===== config.mk =====
export PLATFORM = sky130hd
export DESIGN_NAME = program_loader
export DESIGN_NICKNAME = d
export VERILOG_FILES = /design/src/rtl/program_loader.sv
export SDC_FILE = /design/constraint.sdc
export NUM_CORES = 1
export LEC_CHECK = 0
export ABC_AREA = 1
export ABC_CLOCK_PERIOD_IN_PS = 1850
export BUFFER_PORTS_ARGS = -buffer_cell sky130_fd_sc_hd__buf_2
export CORE_ASPECT_RATIO = 0.75
export CORE_MARGIN = 5
export CORE_UTILIZATION = 40
export DETAILED_ROUTE_END_ITERATION = 12
export SYNTH_ARGS = -nofsm -noshare
export SYNTH_HDL_FRONTEND = slang
export SYNTH_SLANG_ARGS = --single-unit

===== constraint.sdc =====
create_clock -name Clock -period 1.85 [get_ports Clock]
set_clock_uncertainty 0.05 [all_clocks]
set_input_delay 0.4625 -clock Clock [delete_from_list [all_inputs] [get_ports Clock]]
set_output_delay 0.4625 -clock Clock [all_outputs]
set_load 0.02 [all_outputs]

===== src/rtl/program_loader.sv =====
// Streams a length-prefixed program from a byte interface into instruction memory,
// holding the CPU until the whole image has been written.
module program_loader #(
    parameter logic [15:0] BASE_ADDR = 16'd10,
    parameter int          MAX_WORDS = 64
) (
    input  logic        Clock,
    input  logic        ResetN,
    input  logic        Start,
    input  logic [7:0]  ByteIn,
    input  logic        ByteValid,
    output logic        ByteReady,
    output logic        ImemWrite,
    output logic [15:0] ImemAddr,
    output logic [15:0] ImemData,
    output logic        CpuRun,
    output logic        Busy,
    output logic        Done,
    output logic        Error
);

    typedef enum logic [2:0] {
        IDLE,
        LEN_HI,
        LEN_LO,
        DATA_HI,
        DATA_LO,
        WRITE,
        DONE,
        ERROR
    } state_t;

    localparam logic [16:0] MAX_LEN = 17'(MAX_WORDS);

    state_t      state;
    state_t      state_next;
    logic [7:0]  len_hi;
    logic [7:0]  data_hi;
    logic [15:0] len;
    logic [15:0] count;
    logic [15:0] addr;
    logic [15:0] imem_addr;
    logic [15:0] imem_data;
    logic [15:0] length_word;
    logic [15:0] count_inc;
    logic        xfer;

    assign length_word = {len_hi, ByteIn};
    assign count_inc   = count + 16'd1;
    assign xfer        = ByteValid && ByteReady;
    assign ImemAddr    = imem_addr;
    assign ImemData    = imem_data;

    always_ff @(posedge Clock or negedge ResetN) begin
        if (!ResetN) begin
            state <= IDLE;
        end else begin
            state <= state_next;
        end
    end

    always_comb begin
        state_next = state;
        ByteReady  = 1'b0;
        Busy       = 1'b0;
        ImemWrite  = 1'b0;
        Done       = 1'b0;
        CpuRun     = 1'b0;
        Error      = 1'b0;
        case (state)
            IDLE: begin
                if (Start) state_next = LEN_HI;
            end
            DONE: begin
                Done   = 1'b1;
                CpuRun = 1'b1;
                if (Start) state_next = LEN_HI;
            end
            ERROR: begin
                Error = 1'b1;
                if (Start) state_next = LEN_HI;
            end
            LEN_HI: begin
                ByteReady = 1'b1;
                Busy      = 1'b1;
                if (ByteValid) state_next = LEN_LO;
            end
            LEN_LO: begin
                ByteReady = 1'b1;
                Busy      = 1'b1;
                if (ByteValid) begin
                    if (length_word == 16'd0) begin
                        state_next = DONE;
                    end else if ({1'b0, length_word} > MAX_LEN) begin
                        state_next = ERROR;
                    end else begin
                        state_next = DATA_HI;
                    end
                end
            end
            DATA_HI: begin
                ByteReady = 1'b1;
                Busy      = 1'b1;
                if (ByteValid) state_next = DATA_LO;
            end
            DATA_LO: begin
                ByteReady = 1'b1;
                Busy      = 1'b1;
                if (ByteValid) state_next = WRITE;
            end
            WRITE: begin
                Busy       = 1'b1;
                ImemWrite  = 1'b1;
                state_next = (count_inc == len) ? DONE : DATA_HI;
            end
            default: state_next = IDLE;
        endcase
    end

    // The memory-side address/data are captured on the low-byte edge so they are
    // stable through WRITE and keep their last value afterwards.
    always_ff @(posedge Clock or negedge ResetN) begin
        if (!ResetN) begin
            len_hi    <= 8'd0;
            data_hi   <= 8'd0;
            len       <= 16'd0;
            count     <= 16'd0;
            addr      <= BASE_ADDR;
            imem_addr <= BASE_ADDR;
            imem_data <= 16'd0;
        end else begin
            case (state)
                IDLE, DONE, ERROR: begin
                    if (Start) begin
                        count <= 16'd0;
                        addr  <= BASE_ADDR;
                    end
                end
                LEN_HI: begin
                    if (xfer) len_hi <= ByteIn;
                end
                LEN_LO: begin
                    if (xfer) len <= length_word;
                end
                DATA_HI: begin
                    if (xfer) data_hi <= ByteIn;
                end
                DATA_LO: begin
                    if (xfer) begin
                        imem_addr <= addr;
                        imem_data <= {data_hi, ByteIn};
                    end
                end
                WRITE: begin
                    count <= count_inc;
                    addr  <= addr + 16'd2;
                end
                default: ;
            endcase
        end
    end

endmodule


After elaboration in Yosys (flattened, before gate mapping)
Cells that the tools add are included.

operators by class
  muxes and demuxes = 18
  order comparisons = 1
  reductions and logical operators = 13
  equality and inequality tests = 13
  add/sub/neg operators = 2

operators with widths
  cell                                                                               count
  16-bit one-hot mux with 2 select lines                                             2
  16-bit two-way mux                                                                 2
  3-bit two-way mux                                                                  8
  3-bit one-hot mux with 6 select lines                                              1
  16-bit by 1-bit adder with 16-bit output (second input constant)                   1
  16-bit by 2-bit adder with 16-bit output (second input constant)                   1
  16-bit equality test                                                               1
  16-bit by 7-bit greater-than comparator with 1-bit output (second input constant)  1
  16-bit logical NOT                                                                 1
  3-bit equality test (second input constant)                                        4
  2-bit AND reduction                                                                5
  2-bit inequality test (second input constant)                                      4
  3-bit by 2-bit equality test with 1-bit output (second input constant)             2
  1-bit two-way mux                                                                  5
  5-bit AND reduction                                                                1
  5-bit OR reduction                                                                 1
  4-bit OR reduction                                                                 1
  3-bit by 1-bit equality test with 1-bit output (second input constant)             1
  3-bit logical NOT                                                                  1
  3-bit OR reduction                                                                 1
  2-bit by 1-bit inequality test with 1-bit output (second input constant)           1
  2-bit nonzero test                                                                 1
  1-bit logical AND                                                                  1

word-level totals
  output and inout port bits = 38
  input port bits = 12
  register bits after elaboration = 99
  logic and storage cells = 55

Logic depth before layout (Yosys ltp)
Gate-level depths: netlist of run 1.

  depth after elaboration = 5
  depth in mapped cells = 16
  depth with buffers taken out = 16

Worst setup path after synthesis of run 1
No wires, ideal clock.

  kind = register -> register
  from = reg addr[1]
  to = reg addr[15]
  library setup time = 0.077 ns
  path slack = 0.021 ns
  buffers on the path = 0
  stages on the path, launching flop included = 10
  arrival time = 1.702 ns
  cell sequence = dfstp_2 -> ha_1 -> nand3_1 -> nor2_1 -> nand2_1 -> nor2_1 -> nand4_1 -> nor4_1 -> a21oi_1 -> a21oi_1

between the ends
  longest elaborated chain between the ends = 2

RTL lines
  item                                      line  RTL
  start: declaration                        41    logic [15:0] addr;
  start signal: assignment                  156   addr <= addr + 16'd2;
  16-bit by 2-bit adder with 16-bit output  156
  16-bit one-hot mux with 2 select lines    132   case (state)

Every way passes these cells.
A chain may end at the register's enable or synchronous reset.

Final worst setup path of run 1
  from = reg state[1]
  to = out ByteReady

between the ends
  longest elaborated chain between the ends = 3
  elaborated cells on any way between the ends = 6

RTL lines
  item                                               line  RTL
  start: declaration                                 35    state_t state;
  start signal: assignment                           58    state <= state_next;
  3-bit equality test, or another cell as far along  70    case (state)
  4-bit OR reduction (no line) (*)                   n/a
  1-bit two-way mux (*)                              70
  end: declaration                                   12    output logic ByteReady,

Every way passes the cells marked *; elsewhere a longest branch is shown, timed or not.

==> results of run 1 <==
metal layers:
layer | vias to the layer above | global-route usage (%) | part of all wire [%]
met4 | 0 | 4.68 | 1.3
met2 | 84 | 28.9 | 47
met5 | - | 0 | 0
met1 | 2065 | 24.5 | 46
met3 | 12 | 4.88 | 5.1
li1 | 2124 | - | -
power groups by stage:
stage | combinational (uW) | sequential, uW | clock (uW)
after floorplan | 1560 | 3510 | 0
after global placement | 2930 | 3270 | 0
after detailed placement | 2990 | 3290 | 0
after CTS | 3150 | 3280 | 1820
after global routing | 3870 | 3390 | 1920
final | 3480 | 3300 | 1780
what timing repair did:
item,in CTS,in global routing
hold endpoints to repair,21,0
cloned,1,1
setup buffers,11,13
gates resized for setup,33,52
endpoints found under the setup margin,10,31
hold buffers,1,0
pin swaps,17,23
worst max path at each step:
stage | from | to | cells past startpoint
floorplan | addr[1] | addr[15] | 9
global placement | addr[1] | addr[15] | 9
detailed placement | addr[1] | addr[13] | 9
CTS | state[0] | ByteReady | 5
global route | count[0] | state[2] | 16
finish | state[1] | ByteReady | 5
cell usage after synthesis:
master	number	area, um2
nand2_1	155	582
dfrtp_1	93	2330
o21ai_0	76	380
inv_1	75	282
nand3_1	49	245
nor2_1	33	124
nand4_1	13	81.3
a21oi_1	11	55.1
clkbuf_1	10	37.5
mux2_2	10	113
o22ai_1	9	56.3
nor2_2	7	43.8
inv_2	6	22.5
buf_2	4	20.0
dfstp_2	4	105
nand2_2	4	25.0
nor2_4	4	45.0
buf_4	2	15.0
ha_1	2	25.0
nand3_2	2	20.0
nor3_1	2	10.0
a21boi_0	1	7.51
a22oi_1	1	7.51
a31oi_1	1	6.26
buf_1	1	3.75
buf_6	1	11.3
clkinv_1	1	3.75
conb_1	1	3.75
nand3b_1	1	7.51
nor4_1	1	6.26
o2111ai_1	1	8.76
o211ai_1	1	7.51
o21ai_1	1	5.00
o31ai_1	1	7.51
o32ai_1	1	8.76
xnor3_1	1	22.5
xor2_1	1	8.76
cell usage in the layout, fill, tap and decap left out, types with 13 or more instances in the layout:
| cell type | count |
|---|---|
| buf_2 | 43 |
| nand4_1 | 13 |
| inv_1 | 72 |
| nand3_1 | 41 |
| nor2_1 | 20 |
| dfrtp_1 | 89 |
| o21ai_0 | 69 |
| buf_4 | 57 |
| nor2_4 | 14 |
| nand2_1 | 146 |
per-stage QoR:
| step | hold WS (ns) | setup WS [ns] |
|---|---|---|
| floorplan | 0.117 | 0.0209 |
| global placement | 0.352 | -0.0575 |
| finish | 0.432 | -0.0965 |
| global route | 0.455 | -0.218 |
| detailed placement | 0.359 | -0.157 |
| CTS | 0.437 | -0.0746 |
cell families (layout without fill, tap and decap cells):
kind of cell               after synthesis  in the layout
AOI/OAI and AO/OA                      104            104
xor gates and xnor gates                 2              2
adders and majority gates                2              2
buffers and inverters                  100            211
DFF                                     97             97
muxes                                   10             10
other                                    1              1
and+or+nand+nor                        271            272
registers in the layout, indices dropped and copies added (netlist names):
register and flops:
len 16, ImemAddr 15, len_hi 8, data_hi 8, state 3, addr 15, ImemData 16, count 16
final cells by class:
cell class / count / share of cell area [%]
clock buffers: 12 / 3.80
clock inverters: 4 / 0.603
inverters: 82 / 5.02
multi-input cells: 391 / 34.6
flip-flops and latches: 97 / 39.1
well taps: 162 / 3.25
repair buffers: 113 / 13.6
worst reg2reg max path: stages (launching register included):
cell and delay [ns]:
dfrtp_2 0.44, buf_6 0.13, inv_4 0.05, nor2_4 0.03, buf_12 0.14, buf_6 0.13
nand3_4 0.08, nand2_2 0.06, nand3_1 0.08, nand2_1 0.05, nor2_1 0.12, nand2_1 0.08
nor2_2 0.14, nand3_1 0.10, nand2_1 0.07, nand2_1 0.04, nand2_1 0.05
==> flow_summary.toml, run 1 <==
[critical_path]
reg2reg_slack_ns = -0.06
cp_slowest_stage_delay_ns = 0.44
reg2reg_from = "count[0]"
critPathMaxFanout = 3
crit_arrival_ns = 1.43
critPathSlowestCell = "dfrtp_1"
critPathBufInv = 2
cp_top_family = "flip-flops"
crit_top_cell = "buf_4"
path_class = "flop to output port"
critPathRequiredTime_ns = 1.34
critPathCaptureType = "output port"
reg2reg_to = "state[2]"
start_kind = "flop"
reg2reg_depth = 16
crit_path_cell_trace = "buf_4 -> nor2_1 -> nand2_1 -> o211ai_1 -> buf_4"

[synth]
yosys_warnings = 0
synth_mux_area_share_pct = 2.38
synth-compound-area-share_pct = 11.6
ys_ff_latch = 97
synthSimpleGateAreaFrac_pct = 25.1
synth_top_family_by_area = "simple AND/OR/NAND/NOR gates"
synthesis.area_um2 = 4740
synthCells = 587
yosysUniqueCellTypes = 37
synth_nets = 601
avgSynthCellArea_um2 = 8.08
synth-xor-area-share_pct = 0.660
synth_fa_ha_area_share_pct = 0.528
ys_seq_area_share_pct = 51.3

[power]
pwr-share-seq_pct = 38.6
comb_power_share_pct = 40.6
p_switching_uw = 3380
cellPowerDensity_nw_per_um2 = 1370
power_uw = 8560
swShare_pct = 39.5
p_leak_uw = 0.00300
vdd_drop_max_v = 0.000841
internal-power_uw = 5180
pwr-share-clk_pct = 20.8

[clock_network]
cts_buffer_depth = 2
clkLatencyLatePin_ns = 0.35
cts_buffers = 9
clockRootBuffer = "clkbuf_16"
cts_tree = "yes"
clkTransAtPathRegs_ns = 0.07
htreeDepth = 3
clock-sinks = 97

[timing]
finalCritPeriodShare_pct = 105
hold_viol = 0
setup_tns_ns = -0.407
relSlewSlack_pct = 66.0
min_period_ns = 1.95
max_freq_ghz = 0.514
final-setup-viol-count = 8
setup_ws_ns = -0.0965
tightest_slew_ns = 0.509
final_max_slew_viol_count = 0
rsz0062_at_grt = "yes"

[finish]
multi_input_area_um2 = 2150
fillers = 1052
n_antenna_cell = 0
finalNonFillerCells = 861
fin_area_um2 = 6230
final_util_pct = 53.6
drive_above_1_share_pct = 30.0
nets = 708
ff_latch_area_um2 = 2440
area_growth_pct = 31.4

[die]
die_area_um2 = 14200
chipHeight_um = 104
ioPinCount = 50
start_util_pct = 40.8
core_area_um2 = 11600
die_w_um = 136
rows = 34

[routing]
wire_per_inst_um = 14.6
vias_per_cell = 4.98
ant_nets = 0
num_vias = 4285
drt_wl_total_mm = 12.6
dr.pass1.iters = 5
drt_iter0_markers = 301
drcViolationCount = 0

[global_routing]
grtUsageTotal_pct = 18.1
grt_pass1_wl_mm = 20.7
grt_overflow = 0
grt_pass1_vias = 4310
antenna_found_initial = 0
grt_start_max_net_pins = 53

[hold_path]
whs_endpoint = "ImemAddr[7]"
holdCritStartpoint = "ImemAddr[7]"
min_path_type = "flop to flop"
whs_path_depth = 2

[placement]
placed_area_um2 = 5450
dpl.hpwl_mm = 8.62
io_buffers = 48
post-place-cells = 819
place_congestion = 0.879

[run]
cap_viol_max_count = 0

[status]
status = "finished, violations left"
violations = "negative setup slack"
Note: power is estimated with default switching activity, not from simulation.
==> run 2, diff against run 1 <==
--- a/config.mk
+++ b/config.mk
@@ -9,7 +9,6 @@
 export ABC_CLOCK_PERIOD_IN_PS = 1850
 export BUFFER_PORTS_ARGS = -buffer_cell sky130_fd_sc_hd__buf_2
 export CORE_ASPECT_RATIO = 0.75
-export CORE_MARGIN = 5
 export CORE_UTILIZATION = 40
 export DETAILED_ROUTE_END_ITERATION = 12
 export SYNTH_ARGS = -nofsm -noshare
==> flow_summary.toml, run 2 (same netlist as run 1, synthesis figures left out) <==
[status]
status = "finished, violations left"
violations = "negative setup slack"

[power]
cellPowerDensity_nw_per_um2 = 1410
p_leak_uw = 0.00301
vdd_drop_max_v = 0.000788

[finish]
ff_latch_area_um2 = 2440
nets = 713
multi_input_area_um2 = 2110
fillers = 1100
final_util_pct = 53.7
finalNonFillerCells = 866
mostFrequentLayoutCells = "nand2_1 (151), dfrtp_1 (86), inv_1 (72)"
area_growth_pct = 31.1
n_antenna_cell = 0
drive_above_1_share_pct = 30.0
final_common_cell = "nand2_1"
fin_area_um2 = 6210

[timing]
min_period_ns = 1.92
final-setup-viol-count = 6
final_max_slew_viol_count = 0
finalCritPeriodShare_pct = 104
relSlewSlack_pct = 62.6
max_freq_ghz = 0.520
tightest_slew_ns = 0.561
setup_ws_ns = -0.0726
hold_viol = 0
rsz0062_at_grt = "yes"

[routing]
top_layer = "met4"
drt-met1-wl_mm = 5.87
drt_iter0_markers = 284
wire_per_inst_um = 14.2
drt_wl_total_mm = 12.3
drcViolationCount = 0
dr.pass1.iters = 5
num_vias = 4233
ant_nets = 0
vias_per_cell = 4.89
wl_met2_mm = 5.67
wl_met3_um = 570

[critical_path]
reg2reg_from = "count[1]"
start_kind = "flop"
reg2reg_slack_ns = -0.05
reg2reg_depth = 12
critPathCaptureType = "output port"
critPathMaxFanout = 4
critPathRequiredTime_ns = 1.34
reg2reg_to = "state[2]"
crit_arrival_ns = 1.41
path_class = "flop to output port"

[die]
core_area_um2 = 11600
start_util_pct = 41.0
die_area_um2 = 12300
rows = 34
ioPinCount = 50
chipHeight_um = 96.3
die_w_um = 128

[global_routing]
antenna_found_initial = 0
grt_start_max_net_pins = 98
grtUsageTotal_pct = 21.1
grt_pass1_vias = 4130
grt_pass1_wl_mm = 20.2
grt_overflow = 0

[hold_path]
min_path_type = "input pin to asynchronous set/reset pin"

[placement]
pre_cts_ws_ns = -0.108
dpl.hpwl_mm = 8.20
post-place-cells = 820
placed_area_um2 = 5470
io_buffers = 48
place_congestion = 0.873

[clock_network]
cts_buffer_depth = 2
clock-sinks = 97
htreeDepth = 3
clockRootBuffer = "clkbuf_16"
clkTransAtPathRegs_ns = 0.08
clkLatencyLatePin_ns = 0.35
cts_tree = "yes"
cts_buffers = 9

[run]
cap_viol_max_count = 0
==> run 2: cell count changes in the layout (fill, tap and decap cells not counted), moves of 3 or more <==
cell	before	now
buf_4	57	63
clkbuf_1	3	0
dfrtp_1	89	86
dfrtp_2	4	7
nand2_1	146	151
nand2_2	11	7
nand3_1	41	44
o21ai_2	0	3
==> run 2: metal layers <==
metal  vias up  global-route usage (%)
met5         -                       0
met1      1983                    29.4
met4         0                    5.29
met2       103                    34.3
met3        18                    3.61
li1       2129                       -
==> run 2: power breakdown <==
| group | internal [uW] | switching, uW | leakage [uW] |
|---|---|---|---|
| clock network | 962 | 922 | 0.000149 |
| logic | 1490 | 2070 | 0.00160 |
| registers | 2820 | 486 | 0.00126 |
==> run 2: repair_timing <==
action,CTS,global route
pin swaps,14,25
cloned,1,1
resized for setup,26,45
hold buffers,0,0
buffers inserted,19,10
endpoints found under the setup margin,12,34
==> run 2: per-stage QoR <==
stage          total power [uW]  hold slack (ns)   TNS, ns
6_report                   8740           0.0808    -0.223
5_1_grt                    9350            0.165     -1.06
4_1_cts                    8490            0.142    -0.237
3_5_place_dp               6280            0.425    -0.365
3_3_place_gp               6230            0.411  -0.00219
2_1_floorplan              5070            0.117         0
==> run 2: critical path: stages (launching register included) <==
cell      delay [ns]
dfrtp_2         0.46
nor2_4          0.12
inv_2           0.07
o211ai_1        0.23
buf_4           0.19
==> run 2: worst max-delay path by stage <==
stage               cells past startpoint  startpoint  slack [ns]         to
finish                                  4    state[1]       -0.07  ByteReady
global route                           15    count[1]       -0.17   state[2]
CTS                                     4    state[1]       -0.07  ByteReady
detailed placement                      9     addr[1]       -0.11   addr[15]
global placement                       11     addr[1]      -0.002   addr[14]
floorplan                               9     addr[1]        0.02   addr[15]
==> run 2: area by class of cell <==
class,count,share of cell area [%]
clock buffer,9,3.62
clock inverter,7,1.31
inverter,82,4.95
multi-input combinational,392,33.9
sequential,97,39.3
tap,162,3.26
timing repair buffer,117,13.7
